===== src/rtl/tron_pkg.sv =====
// Shared types for the tron game: game-state codes, score width and the
// score_keeper round FSM encoding.
package tron_pkg;

    typedef enum logic [2:0] {
        GS_MENU         = 3'd0,
        GS_ROUND_PAUSED = 3'd1,
        GS_ROUND_START  = 3'd2,
        GS_BLUE_WINS    = 3'd3,
        GS_RED_WINS     = 3'd4
    } game_state_t;

    localparam int SCORE_W = 2;
    localparam logic [SCORE_W-1:0] SCORE_MAX = '1;

    typedef enum logic [2:0] {
        S_IDLE,
        S_PLAY,
        S_HOLD,
        S_FIRE,
        S_WAIT
    } score_state_t;

    // Saturating point increment; a score never wraps past SCORE_MAX.
    function automatic logic [SCORE_W-1:0] sat_inc(input logic [SCORE_W-1:0] s);
        return (s == SCORE_MAX) ? s : s + 1'b1;
    endfunction

endpackage


===== src/rtl/score_keeper_hold_timer.sv =====
// hold_timer: counts frame ticks while a post-crash hold is active and flags
// the tick that completes HOLD_FRAMES of them.
module hold_timer #(
    parameter int HOLD_FRAMES = 60
) (
    input  logic i_clk,
    input  logic i_rst,
    input  logic i_start,
    input  logic i_tick,
    output logic o_done
);
    localparam int CNT_W = $clog2(HOLD_FRAMES + 1);
    localparam logic [CNT_W-1:0] LAST = CNT_W'(HOLD_FRAMES - 1);

    logic [CNT_W-1:0] r_cnt;

    // Held at zero outside the hold, so a tick in the crash cycle is never counted.
    always_ff @(posedge i_clk) begin
        if (i_rst || i_start) begin
            r_cnt <= '0;
        end else if (i_tick) begin
            r_cnt <= r_cnt + 1'b1;
        end
    end

    assign o_done = i_tick && (r_cnt == LAST);

endmodule


===== src/rtl/score_keeper.sv =====
// score_keeper: round/match referee awarding points on bike crashes and issuing
// round-reset or match-winner pulses. Define SCORE_KEEPER_HOLD_EN for a frame-timed hold.
import tron_pkg::*;

module score_keeper #(
    parameter int WIN_SCORE   = 3,
    parameter int HOLD_FRAMES = 60
) (
    input  logic       Clk,
    input  logic       Reset,
    input  logic       Reset_Game,
    input  logic [2:0] Game_State,
    input  logic       frame_tick,
    input  logic       Blue_Crash,
    input  logic       Red_Crash,
    output logic [1:0] Score_B,
    output logic [1:0] Score_R,
    output logic       Round_Over,
    output logic       Reset_Round,
    output logic       Blue_W,
    output logic       Red_W
);
    localparam logic [SCORE_W-1:0] WIN = SCORE_W'(WIN_SCORE);

    score_state_t       r_state;
    logic [SCORE_W-1:0] r_score_b;
    logic [SCORE_W-1:0] r_score_r;
    logic               r_round_over;
    logic               r_reset_round;
    logic               r_blue_w;
    logic               r_red_w;

    logic w_rst;
    logic w_started;
    logic w_hold_done;

    assign w_rst     = Reset | Reset_Game;
    assign w_started = (game_state_t'(Game_State) == GS_ROUND_START);

`ifdef SCORE_KEEPER_HOLD_EN
    hold_timer #(
        .HOLD_FRAMES(HOLD_FRAMES)
    ) u_hold_timer (
        .i_clk  (Clk),
        .i_rst  (w_rst),
        .i_start(r_state != S_HOLD),
        .i_tick (frame_tick),
        .o_done (w_hold_done)
    );
`else
    logic w_unused_tick;
    assign w_unused_tick = frame_tick & (HOLD_FRAMES > 0);
    assign w_hold_done   = 1'b1;
`endif

    always_ff @(posedge Clk) begin
        if (w_rst) begin
            r_state       <= S_IDLE;
            r_score_b     <= '0;
            r_score_r     <= '0;
            r_round_over  <= 1'b0;
            r_reset_round <= 1'b0;
            r_blue_w      <= 1'b0;
            r_red_w       <= 1'b0;
        end else begin
            r_reset_round <= 1'b0;
            r_blue_w      <= 1'b0;
            r_red_w       <= 1'b0;
            case (r_state)
                S_IDLE: begin
                    if (game_state_t'(Game_State) == GS_MENU) begin
                        r_score_b <= '0;
                        r_score_r <= '0;
                    end
                    if (w_started) begin
                        r_state <= S_PLAY;
                    end
                end
                S_PLAY: begin
                    if (!w_started) begin
                        r_state <= S_IDLE;
                    end else if (Blue_Crash || Red_Crash) begin
                        // A simultaneous crash is a draw: enter the hold with no award.
                        if (Red_Crash && !Blue_Crash) begin
                            r_score_b <= sat_inc(r_score_b);
                        end
                        if (Blue_Crash && !Red_Crash) begin
                            r_score_r <= sat_inc(r_score_r);
                        end
                        r_round_over <= 1'b1;
                        r_state      <= S_HOLD;
                    end
                end
                S_HOLD: begin
                    if (!w_started) begin
                        r_round_over <= 1'b0;
                        r_state      <= S_IDLE;
                    end else if (w_hold_done) begin
                        r_round_over <= 1'b0;
                        r_state      <= S_FIRE;
                        if (r_score_b == WIN) begin
                            r_blue_w <= 1'b1;
                        end else if (r_score_r == WIN) begin
                            r_red_w <= 1'b1;
                        end else begin
                            r_reset_round <= 1'b1;
                        end
                    end
                end
                S_FIRE: begin
                    r_state <= S_WAIT;
                end
                S_WAIT: begin
                    // Stay parked until the round ends so held crash flags cannot score twice.
                    if (!w_started) begin
                        r_state <= S_IDLE;
                    end
                end
                default: begin
                    r_state <= S_IDLE;
                end
            endcase
        end
    end

    assign Score_B     = r_score_b;
    assign Score_R     = r_score_r;
    assign Round_Over  = r_round_over;
    assign Reset_Round = r_reset_round;
    assign Blue_W      = r_blue_w;
    assign Red_W       = r_red_w;

endmodule


===== config.mk =====
export PLATFORM = sky130hd
export DESIGN_NAME = score_keeper
export DESIGN_NICKNAME = d
export VERILOG_FILES = /design/src/rtl/tron_pkg.sv /design/src/rtl/score_keeper_hold_timer.sv /design/src/rtl/score_keeper.sv
export SDC_FILE = /design/constraint.sdc
export NUM_CORES = 1
export LEC_CHECK = 0
export BUFFER_PORTS_ARGS = -buffer_cell sky130_fd_sc_hd__buf_4
export CAP_MARGIN = 20
export CORE_AREA = 5 5 42 44
export DETAILED_ROUTE_END_ITERATION = 8
export DIE_AREA = 0 0 47 49
export SYNTH_ARGS = -nofsm -noshare
export SYNTH_HDL_FRONTEND = slang
export SYNTH_SLANG_ARGS = --single-unit

===== constraint.sdc =====
create_clock -name Clk -period 2 [get_ports Clk]
set_input_delay 0.2 -clock Clk [delete_from_list [all_inputs] [get_ports Clk]]
set_output_delay 0.2 -clock Clk [all_outputs]
set_load 0.005 [all_outputs]

==> summary.md, run 1 <==
| Metric | Value |
|---|---|
| Status | finished, final reports clean |
| Relative slew slack | 53.3% |
| Layout area overhead | 29.6% |
| Top-count cell post-synth | dfxtp_1 |
| Syn nets | 66 |
| Initial Util | 37.4% |
| Fmax | 567 MHz |
| Worst-margin pin slew | 0.695 ns |
| Die Height | 49 microns |
| Register area | 220 sq um |
| Gr usage total | 10.9% |
| DRT Wirelength | 1080 microns |
| Clk pwr share | 37.0% |
| Max Cap Viol | 0 |
| Part of the power in combinational logic | 7.6% |
| DP Area | 653 sq um |
| Number of remaining DRC errors | 0 |
| Sequential element share of the synthesized area | 42.0% |
| GRT met1 Usage | 13.7% |
| Share of layout cells above drive strength 1 | 30.1% |
| Ant diodes | 0 |
| Largest net degree at the start of global routing | 14 |
| Syn avg cell area | 9.53 sq um |
| P per Cell Area | 586 nW/um^2 |
| Max-slew violations | 0 |
| Post-route minimum period | 1.76 ns |
| Row cnt | 14 |
| Yosys top cell area share | 42.0% |
| Final Core Density | 48.5% |
| Final net count | 85 |
| Max IR drop VDD | 0.276 mV |
| Via count | 459 |
| CP max-delay cell | or3b_2 |
| Crit path max-delay family | simple AND/OR/NAND/NOR gates |
| Pleak | 0.000270 uW |
| RSZ-0062 raised after global routing | no |
| Synth Flop Type | dfxtp_1 |
| Core ar. | 1400 sq um |
| Setup Skew | 0.000686 ns |
| Period utilization | 88.2% |
| Crit path largest cell delay | 0.45 ns |
| Leading area contributor after synthesis | dfxtp_1 |
| First-pass GRT wire length | 1770 microns |
| Post-synth ARST share | 0% |
| Area contributors post-synth | dfxtp_1, mux2i_1, ha_1, nor4_1, nand2_1 |
| Total Die Area | 2300 sq um |
| FF+latch count, synth | 11 |
| Worst-path clk slew | 0.07 ns |
| Vias per cell | 5.16 |
| Pwr Total | 398 uW |
| Critical path type | flip-flop to flip-flop |
| Internal power | 313 uW |
| Mapped cell area | 524 sq um |
| CTS tree | done |
| Commonest cells in the netlist | dfxtp_1, nand2_1, mux2i_1, nor4_1 |
| Setup-failing EPs final | 0 |
| Area of the multi-input gates | 297 sq um |
| Routing usage on met3 | 3.69% |
| Class of the tightest hold or removal check | primary input to flip-flop |
| Post-route ant nets | 0 |
| Switching pwr | 85.3 uW |
| Final Hold Viols | 0 |
| Initial antenna violation count | 0 |
| Sequential power share | 55.4% |
| CTS Hold Bufs | 0 |
| Drt first pass iters | 2 |
| Buf/Inv on CP | 0 |
| CP Cell Sequence | ha_1 -> or3b_2 -> a211oi_1 -> mux2i_1 |
| IO Port Bufs | 15 |
| Synth Warn # | 0 |
| Grt peak-use layer | met2 |
| Average wire per standard cell | 12.1 microns |
| FILL cells | 139 |
| DR iter-0 viols | 4 |
| CP max FO | 4 |
| Switching Fraction | 21.4% |
| Setup crit end kind | flip-flop |
| CP arrival | 1.96 ns |
| Worst setup SP type | flip-flop |
| Netlist cell types | 27 |
| Clock Tree Root | clkbuf_4 |
| Routing usage on met2 | 14.7% |
| Max Root-Sink Buffers | 2 |
| TritonCTS sink count | 11 |
| Setup TNS | 0 ns |
| Number of buffers created by CTS | 3 |
| Clk_lat worst skew | 0.26 ns |
| Post-Synthesis Cells | 55 |
| IO Pins | 17 |
| Required time of the worst setup path | 2.19 ns |
| Remaining Overflow, GRT | 0 |
| Vias in the first global route | 411 |
| EDFF count, synth | 0 |
| Finished Cell Area | 679 sq um |
| GPL Wtd Cong | 0.693 |
| Post-DP HPWL | 859 microns |
| Die Span X | 47 microns |
| Post_cts resized | 0 |
| Setup Buffers After CTS | 0 |
| H-tree lvl count | 1 |
[through the flow]
step	hold WS, ns	cells	setup slack [ns]
global route	0.114	89	0.126
detailed placement	0.406	85	0.249
floorplan	0.276	55	0.373
CTS	0.121	89	0.225
global placement	0.401	85	0.250
finish	0.127	89	0.235
[final cells by class]
cell class | instances | share of cell area [%]
repair buffers | 15 | 16.6
clock buffers | 4 | 3.87
flip-flops and latches | 11 | 32.4
inverters | 1 | 0.552
multi-input cells | 42 | 43.6
well taps | 16 | 2.95
[placed cells by master (no fill, tap or decap)]
cell	count
inv_1	1
nand3b_1	2
or2b_1	1
clkbuf_1	1
nor3_1	1
clkbuf_4	3
ha_1	2
a21oi_1	1
and3_1	1
nor4_1	4
nand2_1	5
dfxtp_1	11
mux2i_1	4
or4_1	2
nor2_1	2
xor2_1	1
nand3_1	2
or4_4	1
buf_4	15
o21a_1	1
nor2b_1	1
a211oi_1	2
o21ai_0	2
or3b_2	2
or3b_1	1
a21boi_0	1
or3_1	1
o32a_2	1
nand2b_1	1
[final timing paths]
check	start	end	slack, ns	cells past startpoint
setup / recovery	Score_B[0]	Score_B[1]	0.24	4
hold / removal	Reset	r_state[2]	0.13	2
setup reg to reg	Score_B[0]	Score_B[1]	0.24	4
hold reg to reg	Round_Over	Round_Over	0.49	2
[routing by layer]
| metal | wire length (microns) | vias to the layer above |
|---|---|---|
| met5 | 0 | - |
| met3 | 63 | 5 |
| met2 | 465 | 14 |
| met1 | 512 | 198 |
| met4 | 38 | 0 |
| li1 | - | 242 |
[sequential cells by signal (all words and copies together) (netlist names)]
signal / count
Red_W: 1
Score_B: 2
Reset_Round: 1
Score_R: 2
r_state: 3
Blue_W: 1
Round_Over: 1
[logic make-up (layout without fill, tap and decap cells)]
group / count (synthesis) / count (layout) / share of synthesized area (%)
flops: 11 / 11 / 42.0
mux: 4 / 4 / 7.64
xor+xnor: 1 / 1 / 1.67
fa+ha+maj: 2 / 2 / 4.77
simple gates: 27 / 27 / 31.7
buf+inv: 2 / 20 / 1.43
compound gates: 8 / 8 / 10.7
[power groups by stage]
stage               Sequential (uW)  Clock (uW)  Combinational (uW)
floorplan                       225           0                14.3
global placement                226           0                30.3
detailed placement              226           0                30.4
CTS                             220         156                30.5
global route                    221         169                33.1
finish                          221         147                30.3
Note: power is estimated with default switching activity, not from simulation.
==> run 2: changes to the inputs <==
- PLACE_DENSITY: not set -> 0.76
==> run 2 against run 1 <==
Effect of this change:
- non-clock buffer count increased by 1
- via count increased by 4.4%
- wire length increased by 7.2%
- setup slack got worse by 0.019 ns
- largest power group unchanged
- clock power about the same
- global-route usage increased by 0.84 points
- cell count increased by 1.1%
- design area increased by 1.1%
- critical path depth unchanged
==> summary.md, run 2 (same netlist as run 1, synthesis figures left out) <==
| Metric | Value |
|---|---|
| Post-route minimum period | 1.78 ns (was 1.76 ns) |
| Setup-failing EPs final | 0 (unchanged) |
| IO Port Bufs | 15 (unchanged) |
| Core ar. | 1400 sq um (unchanged) |
| Number of flip-flops in the largest register | 3 (unchanged) |
| Initial antenna violation count | 0 (unchanged) |
| Die Height | 49 microns (unchanged) |
| CTS Hold Bufs | 0 (unchanged) |
| Average wire per standard cell | 12.9 microns (was 12.1 microns) |
| CP max-delay cell | or3b_2 (unchanged) |
| Setup Buffers After CTS | 0 (unchanged) |
| Vias in the first global route | 475 (was 411) |
| Pleak | 0.000275 uW (was 0.000270 uW) |
| P per Cell Area | 585 nW/um^2 (was 586 nW/um^2) |
| Setup Skew | 0.00561 ns (was 0.000686 ns) |
| CTS tree | done (unchanged) |
| Uppermost layer routed | met4 (unchanged) |
| Required time of the worst setup path | 2.20 ns (was 2.19 ns) |
| RSZ-0062 raised after global routing | no (unchanged) |
| Number of remaining DRC errors | 0 (unchanged) |
| Pwr Total | 402 uW (was 398 uW) |
| Worst Setup EP | Score_B[1] (unchanged) |
| Setup crit end kind | flip-flop (unchanged) |
| TritonCTS sink count | 11 (unchanged) |
| Crit path largest cell delay | 0.45 ns (about the same) |
| Crit path max-delay family | simple AND/OR/NAND/NOR gates (unchanged) |
| Met2 WL post-DR | 518 microns (was 465 microns) |
| DRT Wirelength | 1160 microns (was 1080 microns) |
| Total Die Area | 2300 sq um (unchanged) |
| FF-to-FF setup slack | 0.22 ns (was 0.24 ns) |
| First-pass GRT wire length | 1960 microns (was 1770 microns) |
| Initial Util | 37.4% (unchanged) |
| CP Cell Sequence | ha_1 -> or3b_2 -> a211oi_1 -> mux2i_1 (unchanged) |
| Commonest non-fill, non-tap cells in the layout | buf_4, dfxtp_1, nand2_1, nor4_1, mux2i_1 (unchanged) |
| Clock Tree Root | clkbuf_4 (unchanged) |
| Buf/Inv on CP | 0 (unchanged) |
| DR iter-0 viols | 4 (unchanged) |
| Worst setup SP type | flip-flop (unchanged) |
| Drt first pass iters | 3 (was 2) |
| Vias per cell | 5.32 (was 5.16) |
| Post_cts resized | 0 (unchanged) |
| Die Span X | 47 microns (unchanged) |
| Clk_lat worst skew | 0.27 ns (was 0.26 ns) |
| Period utilization | 89.2% (was 88.2%) |
| Post-route ant nets | 0 (unchanged) |
| Max Cap Viol | 0 (unchanged) |
| Share of layout cells above drive strength 1 | 31.1% (was 30.1%) |
| Gr usage total | 11.8% (was 10.9%) |
| IO Pins | 17 (unchanged) |
| H-tree lvl count | 1 (unchanged) |
| Row cnt | 14 (unchanged) |
| Class of the tightest hold or removal check | primary input to flip-flop (unchanged) |
| Worst-margin pin slew | 0.769 ns (was 0.695 ns) |
| Worst r2r path cells | 4 (unchanged) |
| Post-DP HPWL | 888 microns (was 859 microns) |
| Remaining Overflow, GRT | 0 (unchanged) |
| Max-slew violations | 0 (unchanged) |
| Crit path depth | 4 (unchanged) |
| Status | finished, final reports clean (unchanged) |
| Relative slew slack | 48.3% (was 53.3%) |
| Largest net degree at the start of global routing | 14 (unchanged) |
| Via count | 479 (was 459) |
| Ant diodes | 0 (unchanged) |
| Worst-path clk slew | 0.07 ns (about the same) |
| Critical path type | flip-flop to flip-flop (unchanged) |
| Max IR drop VDD | 0.328 mV (was 0.276 mV) |
| CP arrival | 1.99 ns (was 1.96 ns) |
| Final net count | 86 (was 85) |
| Critical Path Start | Score_B[0] (unchanged) |
| Fmax | 561 MHz (was 567 MHz) |
| CP max FO | 4 (unchanged) |
| Reg2reg start | Score_B[0] (unchanged) |
| Commonest non-fill, non-tap cell in the layout | buf_4 (unchanged) |
| Biggest register | r_state (unchanged) |
| Final Hold Viols | 0 (unchanged) |
| Setup TNS | 0 ns (unchanged) |
| GPL Wtd Cong | 0.734 (was 0.693) |
| Total length of routed met3 wires | 77 microns (was 63 microns) |
| Max Root-Sink Buffers | 2 (unchanged) |
| Met1 WL | 534 microns (was 512 microns) |
| FF-to-FF End | Score_B[1] (unchanged) |
| Number of buffers created by CTS | 3 (unchanged) |
| Layout area overhead | 31.0% (was 29.6%) |
==> run 2: cell types whose count changed in the layout (fill, tap and decap cells not counted), sizes merged <==
cell / delta
buf: +1
==> run 2: per-layer routing <==
| metal | vias to the layer above | GRT usage [%] |
|---|---|---|
| li1 | 246 | - |
| met1 | 214 | 14.6 |
| met2 | 16 | 17.4 |
| met3 | 3 | 3.32 |
| met4 | 0 | 6.91 |
| met5 | - | 0 |
==> run 2: worst min path at each step <==
stage / startpoint / end / slack, ns / depth (start not counted)
finish: Reset / r_state[2] / 0.12 / 2
global route: Reset / r_state[2] / 0.13 / 2
CTS: Reset_Game / r_state[2] / 0.12 / 2
detailed placement: Reset_Game / r_state[2] / 0.41 / 2
global placement: Reset / r_state[2] / 0.40 / 2
floorplan: Reset / r_state[2] / 0.28 / 1
==> run 2: final cells by class <==
type                            instances  area [sq um]
Inverter                                1          3.75
Multi-Input combinational cell         42           297
Fill cell                             147           714
Clock buffer                            4          26.3
Timing Repair Buffer                   16           120
Tap cell                               16          20.0
Sequential cell                        11           220
==> run 2: stage by stage <==
stage	cells	worst slack, ns	area (sq um)	hold slack, ns	utilization, %
finish	90	0.217	687	0.125	49.0
global route	90	0.0440	687	0.128	49.0
CTS	90	0.194	687	0.121	49.0
detailed placement	86	0.232	661	0.409	47.1
global placement	86	0.247	661	0.401	47.1
floorplan	55	0.373	524	0.276	-
==> run 2: worst reg2reg max path: stages, from the launching register on <==
cell and delay, ns:
dfxtp_1 0.34, ha_1 0.25, or3b_2 0.46, a211oi_1 0.44, mux2i_1 0.23
==> run 2: power by group <==
group	switching [uW]	internal (uW)	leakage (uW)
registers	1.30	219	0.0000886
clock network	73.1	77.3	0.0000150
logic	14.3	16.6	0.000172
total	88.7	313	0.000275
